## src/rtl/dispatch_scheduler.sv

```systemverilog
// Dispatch controller: per-station RS credits, ROB allocation/occupancy, decode stall, flush recovery.
// Optional stall-cycle performance counter enabled by defining DISPATCH_PERF_EN.
module dispatch_scheduler #(
  parameter int ROB      = 2,
  parameter int RS       = 1,
  parameter int RSDEPTH  = 4,
  parameter int FLUSHCYC = 2
) (
  input  logic                  clk,
  input  logic                  reset,
  input  logic                  flush,
  input  logic                  decValid,
  input  logic [RS:0]           RSstation,
  input  logic [2**(RS+1)-1:0]  rsRelease,
  input  logic                  robCommit,
  output logic                  dispatch,
  output logic [2**(RS+1)-1:0]  dispatchStation,
  output logic [ROB:0]          robTag,
  output logic                  stall,
  output logic [ROB+1:0]        robCount,
  output logic                  creditErr
`ifdef DISPATCH_PERF_EN
  ,
  output logic [15:0]           stallCycles
`endif
);

  localparam int NST = 2**(RS+1);
  localparam logic [ROB+1:0] ROB_FULL = (ROB+2)'(2**(ROB+1));
  localparam logic [3:0]     CRED_MAX = 4'(RSDEPTH);
  localparam logic [2:0]     RC_INIT  = 3'(FLUSHCYC-1);

  typedef enum logic {RUN, RECOVER} state_t;

  state_t         r_state, w_state_nxt;
  logic [2:0]     r_rc, w_rc_nxt;
  logic [3:0]     r_cred [NST];
  logic [3:0]     w_cred_nxt [NST];
  logic [ROB:0]   r_tail, w_tail_nxt;
  logic [ROB+1:0] r_robCount, w_count_nxt;
  logic           r_creditErr, w_err_set;
  logic [NST-1:0] w_sel, w_dec;
  logic           w_grant;

  always_comb begin
    w_sel = '0;
    w_sel[RSstation] = 1'b1;
  end

  // A flush in the same cycle blocks the grant so no tag is handed out across the flush.
  assign w_grant = decValid & ~flush & (r_state == RUN)
                 & (r_cred[RSstation] != 4'd0) & (r_robCount != ROB_FULL);
  assign w_dec   = w_grant ? w_sel : '0;

  assign dispatch        = w_grant;
  assign dispatchStation = w_dec;
  assign robTag          = r_tail;
  assign stall           = decValid & ~w_grant & ~flush & (r_state == RUN);
  assign robCount        = r_robCount;
  assign creditErr       = r_creditErr;

  always_comb begin
    w_state_nxt = r_state;
    w_rc_nxt    = r_rc;
    w_cred_nxt  = r_cred;
    w_tail_nxt  = r_tail;
    w_count_nxt = r_robCount;
    w_err_set   = 1'b0;
    if (flush) begin
      w_state_nxt = RECOVER;
      w_rc_nxt    = RC_INIT;
      for (int s = 0; s < NST; s++) w_cred_nxt[s] = CRED_MAX;
      w_tail_nxt  = '0;
      w_count_nxt = '0;
    end else if (r_state == RECOVER) begin
      if (r_rc == 3'd0) w_state_nxt = RUN;
      else              w_rc_nxt    = r_rc - 3'd1;
    end else begin
      for (int s = 0; s < NST; s++) begin
        if (rsRelease[s] && !w_dec[s] && (r_cred[s] == CRED_MAX))
          w_err_set = 1'b1;
        else
          w_cred_nxt[s] = r_cred[s] + {3'b000, rsRelease[s]} - {3'b000, w_dec[s]};
      end
      if (robCommit && !w_grant && (r_robCount == '0))
        w_err_set = 1'b1;
      else
        w_count_nxt = r_robCount + {{(ROB+1){1'b0}}, w_grant}
                                 - {{(ROB+1){1'b0}}, robCommit};
      w_tail_nxt = r_tail + {{ROB{1'b0}}, w_grant};
    end
  end

  always_ff @(posedge clk) begin
    if (!reset) begin
      r_state <= RUN;
      r_rc    <= '0;
    end else begin
      r_state <= w_state_nxt;
      r_rc    <= w_rc_nxt;
    end
  end

  always_ff @(posedge clk) begin
    if (!reset) begin
      for (int s = 0; s < NST; s++) r_cred[s] <= CRED_MAX;
      r_tail      <= '0;
      r_robCount  <= '0;
      r_creditErr <= 1'b0;
    end else begin
      for (int s = 0; s < NST; s++) r_cred[s] <= w_cred_nxt[s];
      r_tail      <= w_tail_nxt;
      r_robCount  <= w_count_nxt;
      r_creditErr <= r_creditErr | w_err_set;
    end
  end

`ifdef DISPATCH_PERF_EN
  logic [15:0] r_stallCycles;

  always_ff @(posedge clk) begin
    if (!reset || flush)
      r_stallCycles <= '0;
    else if (stall && (r_stallCycles != 16'hFFFF))
      r_stallCycles <= r_stallCycles + 16'd1;
  end

  assign stallCycles = r_stallCycles;
`endif

endmodule

```

## config.mk

```make
export PLATFORM = sky130hd
export DESIGN_NAME = dispatch_scheduler
export DESIGN_NICKNAME = d
export VERILOG_FILES = /design/src/rtl/dispatch_scheduler.sv
export SDC_FILE = /design/constraint.sdc
export NUM_CORES = 1
export LEC_CHECK = 0
export ABC_AREA = 1
export BUFFER_PORTS_ARGS = -buffer_cell sky130_fd_sc_hd__buf_2
export CORE_MARGIN = 5
export CORE_UTILIZATION = 50
export DETAILED_ROUTE_END_ITERATION = 10
export GPL_TIMING_DRIVEN = 1
export PLACE_DENSITY = 0.68
export SKIP_LAST_GASP = 1
export SLEW_MARGIN = 20
export SYNTH_ARGS = -nofsm -noshare
export SYNTH_HDL_FRONTEND = slang
export SYNTH_SLANG_ARGS = --single-unit
```

## constraint.sdc

```tcl
create_clock -name clk -period 3.48 [get_ports clk]
set_clock_uncertainty 0.1 [all_clocks]
set_input_delay 1.044 -clock clk [delete_from_list [all_inputs] [get_ports clk]]
set_output_delay 1.044 -clock clk [all_outputs]
set_load 0.03 [all_outputs]
```

* Word-level counts from Yosys, hierarchy flattened
Index checks and enable logic that the tools add are counted.
** Storage, ports and cells
- Register bits :: 28
- Input port bits :: 11
- Output and inout port bits :: 14
- Logic and storage cells :: 97
** Operators by class
- Add/sub/neg operators :: 12
- Magnitude comparators :: 3
- Equality and inequality tests :: 6
- Multiplexer cells :: 19
- Bitwise operators :: 19
- Reduce and logical (&&, ||, !) cells :: 28
** Operators with widths (count)
- 4-bit by 1-bit adder with 4-bit output :: 5
- 4-bit by 1-bit subtractor with 4-bit output :: 5
- 4-bit by 3-bit == test with 1-bit output, second input constant :: 4
- 1-bit two-way mux :: 14
- 2-bit AND reduction :: 7
- 4-bit two-way mux :: 3
- 1-bit logical AND :: 11
- 1-bit inverter :: 10
- 4-bit binary-select mux with 2-bit select :: 1
- 1-bit bitwise AND :: 7
- 1-bit logical NOT :: 5
- 4-bit logical NOT :: 1
- 4-bit != test, second input constant :: 1
- 4-bit nonzero test :: 1
- 3-bit by 1-bit adder with 3-bit output :: 1
- 3-bit >= comparator, second input constant :: 1
- 3-bit logical NOT :: 1
- 2-bit by 3-bit less-than comparator with 1-bit output, second input constant :: 1
- 2-bit inverter with 3-bit output :: 1
- 3-bit by 1-bit subtractor with 3-bit output, second input constant :: 1
- 1-bit demux with 2-bit select :: 1
- 2-bit by 1-bit >= comparator with 1-bit output, second input constant :: 1
- 2-bit != test, second input constant :: 1
- 2-bit nonzero test :: 1
- other kinds (2) :: 2

* Logic depth before layout (Yosys ltp)
Gate-level depths: netlist of the first run.
- Depth after elaboration :: 19
- Mapped depth :: 17
- Gate-level depth less buffers :: 17

* Worst setup path before layout of the first run
OpenSTA, ideal clock, no wires.
- Path kind :: in2reg
- Start point :: input flush
- End point :: register r_cred[13] in the netlist's numbering
- Setup time :: 0.118 ns
- Arrival time :: 3.161 ns
- Data required time :: 3.262 ns
- Slack :: 0.101 ns
- Cell stages on the path :: 15
- Path buffers :: 0
- Cells stage by stage :: clkinv_1 -> nand3_2 -> nor2_4 -> inv_2 -> nor2_4 -> nand2_2 -> inv_1 -> ha_1 -> inv_1 -> ha_1 -> inv_1 -> fa_1 -> inv_1 -> o21ai_1 -> a21oi_1
** Between the ends
- Longest elaborated chain between the ends :: 11
- Elaborated cells between the ends (all ways) :: 13
- Those cells by class :: add/sub: 1; mux: 1; bitwise: 6; reduce/logical: 5
** RTL lines
- from (decl) :: line 11 : input logic flush,
- 1-bit inverter (*) :: line 51 : assign w_grant = decValid & ~flush & (r_state == RUN)
- 1-bit bitwise AND (*) (2 in series) :: line 51
- 1-bit bitwise AND (*) (2 in series) :: line 52 : & (r_cred[RSstation] != 4'd0) & (r_robCount != ROB_FULL);
- net dispatch :: line 16 : output logic dispatch,
- 4-bit two-way mux (*) :: line 53 : assign w_dec = w_grant ? w_sel : '0;
- net dispatchStation[0] :: line 17 : output logic [2**(RS+1)-1:0] dispatchStation,
- branches (longest 5 deep; another with 4-bit by 1-bit subtractor with 4-bit output)
- to (decl) :: line 37 : logic [3:0] r_cred [NST];
Mark *: on every way through the listed nets, which the timed path passes.
A chain may end at the register's enable or synchronous reset.

* Final worst setup path of the first run
- Start point :: input flush
- End point :: output dispatchStation[0]
** Between the ends
- Longest elaborated chain between the ends :: 6
** RTL lines (line)
- 1-bit inverter :: 51
- 1-bit bitwise AND (2 in series) :: 51
- 1-bit bitwise AND (2 in series) :: 52
- 4-bit two-way mux :: 53
- to (decl) :: 17
No other way between the ends.

==> results.json, run 1 <==
{
  "outcome": "completed",
  "max_cap_viol_count": 0,
  "criticalPathCategory": "in2out",
  "arrival_ns": 2.11,
  "tightest_slew_ns": 0.333,
  "grt_most_used_layer": "met2",
  "port_buffers": 24,
  "synth.cells.most_frequent": "53 x sky130_fd_sc_hd__inv_1, 31 x sky130_fd_sc_hd__a21oi_1, 30 x sky130_fd_sc_hd__ha_1",
  "setup_repair_after_global_routing_missed_its_margin": "no",
  "cell_rows": 23,
  "drt_iter0_drc": 50,
  "timing.final.hold_violations": 0,
  "synthCells": 262,
  "ir_drop_v": 0.000186,
  "critical_path_buf_inv_count": 5,
  "diodes": 0,
  "critical-path-max-stage-delay_ns": 0.20,
  "cts_buffer_depth": 2,
  "first_global_vias": 1541,
  "final_core_util_pct": 57.6,
  "layout-area-overhead-vs-synth_pct": 12.3,
  "floorplan.die_area_um2": 5480,
  "met1_usage_pct": 19.1,
  "design.portCount": 25,
  "final_clock_period_utilization_by_the_worst_path_pct": 93.5,
  "critPathRequiredTime_ns": 2.34,
  "cts_setup_buffers": 0,
  "synth_nets": 308,
  "drt_pass1_iterations": 4,
  "grt_start_max_net_pins": 22,
  "endpoint_kind": "primary output",
  "max_transition_viols_final": 0,
  "die-width_um": 74.0,
  "synth_cell_types": 30,
  "dr_total_vias": 1612,
  "pwr_density_cell_nw_per_um2": 383,
  "htree_num_levels": 1,
  "post_drt_via_cell_ratio": 4.76,
  "yosys_warnings": 0,
  "routabilityCongestion": 0.864,
  "hpwl_um": 2910,
  "slew_headroom_pct": 77.8,
  "synthArstFlopShare_pct": 0,
  "clock_tree.root_cell": "sky130_fd_sc_hd__clkbuf_8",
  "critical_path.cell_chain": "buf_2 > clkinv_1 > nand3_2 > nor2_4 > inv_2 > nor2_4 > nand2_2 > inv_1 > buf_2",
  "worst_setup_path_start_kind": "input port",
  "setup_slack_ns": 0.226,
  "global_route.usage.met3_pct": 2.97,
  "antenna_found_initial": 0,
  "finish.net_count": 336,
  "cts.reportedPaths.clkPinSlew_ns": 0.10,
  "cts_tree": "yes",
  "worstPathMaxFanout": 5,
  "report.final.setup_viol": 0,
  "clock_sinks": 28,
  "post_drt_wl_per_cell_um": 10.6,
  "fp.coreArea_um2": 4000,
  "syn-mean-instance-area_um2": 7.82,
  "detail_route.wirelength_um": 3590,
  "ys_seq_area_share_pct": 27.4,
  "drive_gt1_share_pct": 20.4,
  "fmax_mhz": 307,
  "synth_top_cells_by_area": "sky130_fd_sc_hd__dfxtp_1 27%, sky130_fd_sc_hd__ha_1 18%, sky130_fd_sc_hd__inv_1 9.7%, sky130_fd_sc_hd__a21oi_1 7.6%, sky130_fd_sc_hd__nand2_1 4.9%",
  "ys_dominant_reg_cell": "sky130_fd_sc_hd__dfxtp_1",
  "die_height_um": 74.0,
  "tns_ns": 0,
  "setup_slack_at_placement_ns": 0.157,
  "initial_core_util_pct": 51.2,
  "cellLeakagePower_nw": 1.21,
  "grt_use_total_pct": 14.7,
  "total_clock_buffers_created_by_cts": 3,
  "clk_latency_worst_skew_pair_ns": 0.28,
  "cts_hold_buffers": 0,
  "grt_first_pass_wirelength_um": 6470,
  "design_power_total_mw": 0.881,
  "holdCritPathClass": "reg2reg",
  "drc": 0,
  "grt-ovfl-total": 0,
  "final_antenna_net_count": 0,
  "synth.most_common_cell": "sky130_fd_sc_hd__inv_1",
  "post_synth_top_area_share_pct": 27.4,
  "grt.met2_usage_pct": 24.9,
  "synth-seq-cells": 28,
  "crit_path_top_delay_cell": "sky130_fd_sc_hd__buf_2",
  "post-synth-top-area-cell": "sky130_fd_sc_hd__dfxtp_1",
  "finalCriticalPeriod_ns": 3.25,
  "cts_resized": 0,
  "cpLargestDelayFamily": "buffers and inverters",
  "fillerInstances": 390,
  "synth-edff-count": 0,
  "final.hold.worst_slack_ns": 0.366,
  "cell_area_after_synthesis_um2": 2050
}
==> through the flow <==
stage	area, um2	std cells
after CTS	2300	339
after detailed placement	2230	335
after floorplan	2050	262
after global routing	2300	339
final	2300	339
after global placement	2230	335
==> sequential cells by signal, indices dropped and copies added, names as in the netlist <==
register	flops
r_cred	16
robCount	4
r_rc	3
robTag	3
creditErr	1
r_state	1
==> cell families (layout without fill, tap and decap cells) <==
| group | count (synthesis) | count (layout) | synth area share (%) |
|---|---|---|---|
| flops | 28 | 28 | 27.4 |
| simple gates | 75 | 75 | 19.2 |
| xor+xnor | 10 | 10 | 4.27 |
| fa+ha+maj | 35 | 35 | 23.2 |
| buf+inv | 59 | 86 | 11.0 |
| compound gates | 55 | 55 | 14.9 |
==> power breakdown <==
| part | switching (mW) | internal (mW) |
|---|---|---|
| logic | 0.160 | 0.103 |
| clock network | 0.105 | 0.154 |
| registers | 0.0158 | 0.342 |
| total | 0.281 | 0.600 |
==> cell type report <==
type	instances	area (um2)	share of cell area, %
timing repair buffer	26	135	5.87
multi-input combinational	175	1260	54.8
tap	50	62.6	2.72
clock buffer	3	41.3	1.79
clock inverter	1	30.0	1.30
sequential	28	561	24.3
inverter	56	210	9.13
==> worst min-delay path, stage by stage, from the launching register on <==
cell	delay, ns
sky130_fd_sc_hd__dfxtp_1	0.33
sky130_fd_sc_hd__inv_1	0.05
sky130_fd_sc_hd__a21oi_1	0.05
==> final timing paths <==
kind                             from                      end  slack, ns  cells past startpoint
max                             flush       dispatchStation[0]       0.23                      9
min              creditErr$_SDFF_PN0_     creditErr$_SDFF_PN0_       0.37                      2
max reg2reg  robCount[2]$_SDFFE_PP0P_  r_cred[13]$_SDFFE_PP0P_       0.86                     17
min reg2reg      creditErr$_SDFF_PN0_     creditErr$_SDFF_PN0_       0.37                      2
==> layer usage <==
layer / routed length [um] / part of all wire [%] / vias to the layer above
met5: 0 / 0 / -
li1: - / - / 888
met1: 1730 / 48 / 699
met2: 1710 / 48 / 18
met3: 104 / 2.9 / 7
met4: 42 / 1.2 / 0
==> cell usage in the layout, fill, tap and decap left out <==
master	n
sky130_fd_sc_hd__and3_2	3
sky130_fd_sc_hd__o21ai_1	9
sky130_fd_sc_hd__nor2_1	13
sky130_fd_sc_hd__o21ai_0	8
sky130_fd_sc_hd__o211ai_2	2
sky130_fd_sc_hd__dfxtp_1	28
sky130_fd_sc_hd__clkbuf_8	3
sky130_fd_sc_hd__nor2_2	3
sky130_fd_sc_hd__xnor2_1	4
sky130_fd_sc_hd__nand2_1	27
sky130_fd_sc_hd__nand2_2	11
sky130_fd_sc_hd__nor2_4	3
sky130_fd_sc_hd__nand3_2	2
sky130_fd_sc_hd__and3_1	2
sky130_fd_sc_hd__a21oi_1	31
sky130_fd_sc_hd__o21bai_1	1
sky130_fd_sc_hd__buf_4	2
sky130_fd_sc_hd__clkinv_1	2
sky130_fd_sc_hd__o211ai_1	1
sky130_fd_sc_hd__fa_1	5
sky130_fd_sc_hd__inv_1	53
sky130_fd_sc_hd__a211oi_1	1
sky130_fd_sc_hd__ha_1	30
sky130_fd_sc_hd__bufinv_16	1
sky130_fd_sc_hd__buf_2	24
sky130_fd_sc_hd__o21ai_2	2
sky130_fd_sc_hd__inv_2	1
sky130_fd_sc_hd__nand3_1	8
sky130_fd_sc_hd__nand2_4	2
sky130_fd_sc_hd__nor3_1	1
sky130_fd_sc_hd__xor2_1	6
Power figures use the tool's default switching activity.
==> run 2: changes to the inputs <==
Settings changed: PLACE_DENSITY 0.68 to 0.71.
==> run 2 against run 1 <==
  * Sequential power is essentially flat
  * Maximum frequency grew 0.77%
  * First-iteration DRC count is 4.0% lower
  * Design area is the same
  * Clock power barely moved
  * Routed wire length up 1.1%
  * Critical path depth unchanged
  * Critical endpoint unchanged
  * Largest cell class unchanged
  * Largest power group unchanged
==> results.json, run 2 (synthesized netlist as in run 1, its figures left out) <==
{
  "outcome": "completed",
  "die-width_um": 74.0,
  "grt_use_total_pct": 15.2,
  "drive_gt1_share_pct": 20.4,
  "drc": 0,
  "total_clock_buffers_created_by_cts": 3,
  "floorplan.die_area_um2": 5480,
  "critPathRequiredTime_ns": 2.34,
  "cts_hold_buffers": 0,
  "grt-ovfl-total": 0,
  "drt_pass1_iterations": 4,
  "largest_reg_flops": 16,
  "endpoint_kind": "primary output",
  "initial_core_util_pct": 51.2,
  "placed_cell_area_um2": 2230,
  "htree_num_levels": 1,
  "setup_slack_at_placement_ns": 0.207,
  "cell_rows": 23,
  "layout-area-overhead-vs-synth_pct": 12.3,
  "clock_tree.root_cell": "sky130_fd_sc_hd__clkbuf_8",
  "worst_setup_path_start_kind": "input port",
  "layout.cell_area.non_filler_um2": 2300,
  "tightest_slew_ns": 0.314,
  "pwr_density_cell_nw_per_um2": 384,
  "post_drt_wl_per_cell_um": 10.7,
  "cts_buffer_depth": 2,
  "ir_drop_v": 0.000189,
  "final_common_cell": "sky130_fd_sc_hd__inv_1",
  "criticalPathCategory": "in2out",
  "clock_sinks": 28,
  "detail_route.wirelength_um": 3620,
  "antenna_found_initial": 0,
  "dr_total_vias": 1649,
  "cellLeakagePower_nw": 1.21,
  "fp.coreArea_um2": 4000,
  "diodes": 0,
  "final_cell_mix": "53 x sky130_fd_sc_hd__inv_1, 31 x sky130_fd_sc_hd__a21oi_1, 30 x sky130_fd_sc_hd__ha_1, 28 x sky130_fd_sc_hd__dfxtp_1, 27 x sky130_fd_sc_hd__nand2_1",
  "die_height_um": 74.0,
  "clk_latency_worst_skew_pair_ns": 0.28,
  "first_global_vias": 1577,
  "finish.net_count": 336,
  "timing.final.hold_violations": 0,
  "cts.reportedPaths.clkPinSlew_ns": 0.10,
  "final_clock_period_utilization_by_the_worst_path_pct": 92.8,
  "grt_first_pass_wirelength_um": 6630,
  "arrival_ns": 2.09,
  "grt_start_max_net_pins": 22,
  "tns_ns": 0,
  "cts_tree": "yes",
  "final_antenna_net_count": 0,
  "cts_resized": 0,
  "holdCritPathClass": "reg2reg",
  "report.final.setup_viol": 0,
  "cts_setup_buffers": 0,
  "slew_headroom_pct": 79.1,
  "fillerInstances": 384,
  "worstPathMaxFanout": 5,
  "hpwl_um": 2940,
  "design.portCount": 25,
  "port_buffers": 24,
  "max_transition_viols_final": 0,
  "setup_repair_after_global_routing_missed_its_margin": "no",
  "post_drt_via_cell_ratio": 4.86,
  "drt_iter0_drc": 48,
  "routabilityCongestion": 0.780,
  "fmax_mhz": 310,
  "max_cap_viol_count": 0,
  "finalCriticalPeriod_ns": 3.23,
  "top_register": "r_cred",
  "setup_slack_ns": 0.251
}
==> run 2: cell counts in the layout (fill, tap and decap cells not counted) <==
Identical to the previous run, type by type.
==> run 2: power breakdown <==
part	switching (mW)	leakage [nW]	internal [mW]	total, mW
sequential	0.0165	0.229	0.342	0.359
combinational	0.161	0.944	0.103	0.264
clock	0.107	0.0357	0.154	0.261
total	0.285	1.21	0.599	0.884
==> run 2: worst paths after layout <==
| kind | startpoint | to | slack [ns] | cells past startpoint |
|---|---|---|---|---|
| min reg2reg | creditErr$_SDFF_PN0_ | creditErr$_SDFF_PN0_ | 0.37 | 2 |
| max reg2reg | robCount[2]$_SDFFE_PP0P_ | r_cred[13]$_SDFFE_PP0P_ | 0.88 | 17 |
| min | creditErr$_SDFF_PN0_ | creditErr$_SDFF_PN0_ | 0.37 | 2 |
| max | flush | dispatchStation[0] | 0.25 | 9 |
==> run 2: routing by layer <==
| metal | vias up | wire length [um] | GRT usage, % | part of all wire [%] |
|---|---|---|---|---|
| met3 | 5 | 99 | 2.30 | 2.7 |
| met2 | 13 | 1730 | 26.3 | 48 |
| li1 | 890 | - | - | - |
| met1 | 741 | 1750 | 19.3 | 48 |
| met5 | - | 0 | 0 | 0 |
| met4 | 0 | 50 | 4.83 | 1.4 |
==> run 2: area by class of cell <==
| type | instances | area, um2 | share of cell area [%] |
|---|---|---|---|
| Inverter | 56 | 210 | 9.13 |
| Clock buffer | 3 | 41.3 | 1.79 |
| Timing Repair Buffer | 26 | 135 | 5.87 |
| Multi-Input combinational cell | 175 | 1260 | 54.8 |
| Tap cell | 50 | 62.6 | 2.72 |
| Clock inverter | 1 | 30.0 | 1.30 |
| Sequential cell | 28 | 561 | 24.3 |
==> run 2: through the flow <==
stage          std cells  total power, mW  utilization [%]  hold WS, ns
5_1_grt              339            0.952             57.6        0.403
3_3_place_gp         335            0.628             55.8        0.357
3_5_place_dp         335            0.633             55.8        0.363
6_report             339            0.884             57.6        0.370
2_1_floorplan        262            0.577                -        0.345
4_1_cts              339            0.895             57.6        0.378
==> run 2: critical path, cell delays in order <==
cell and delay (ns):
sky130_fd_sc_hd__buf_2 0.11, sky130_fd_sc_hd__clkinv_1 0.08, sky130_fd_sc_hd__nand3_2 0.11, sky130_fd_sc_hd__nor2_4 0.17, sky130_fd_sc_hd__inv_2 0.07, sky130_fd_sc_hd__nor2_4 0.16
sky130_fd_sc_hd__nand2_2 0.08, sky130_fd_sc_hd__inv_1 0.07, sky130_fd_sc_hd__buf_2 0.19
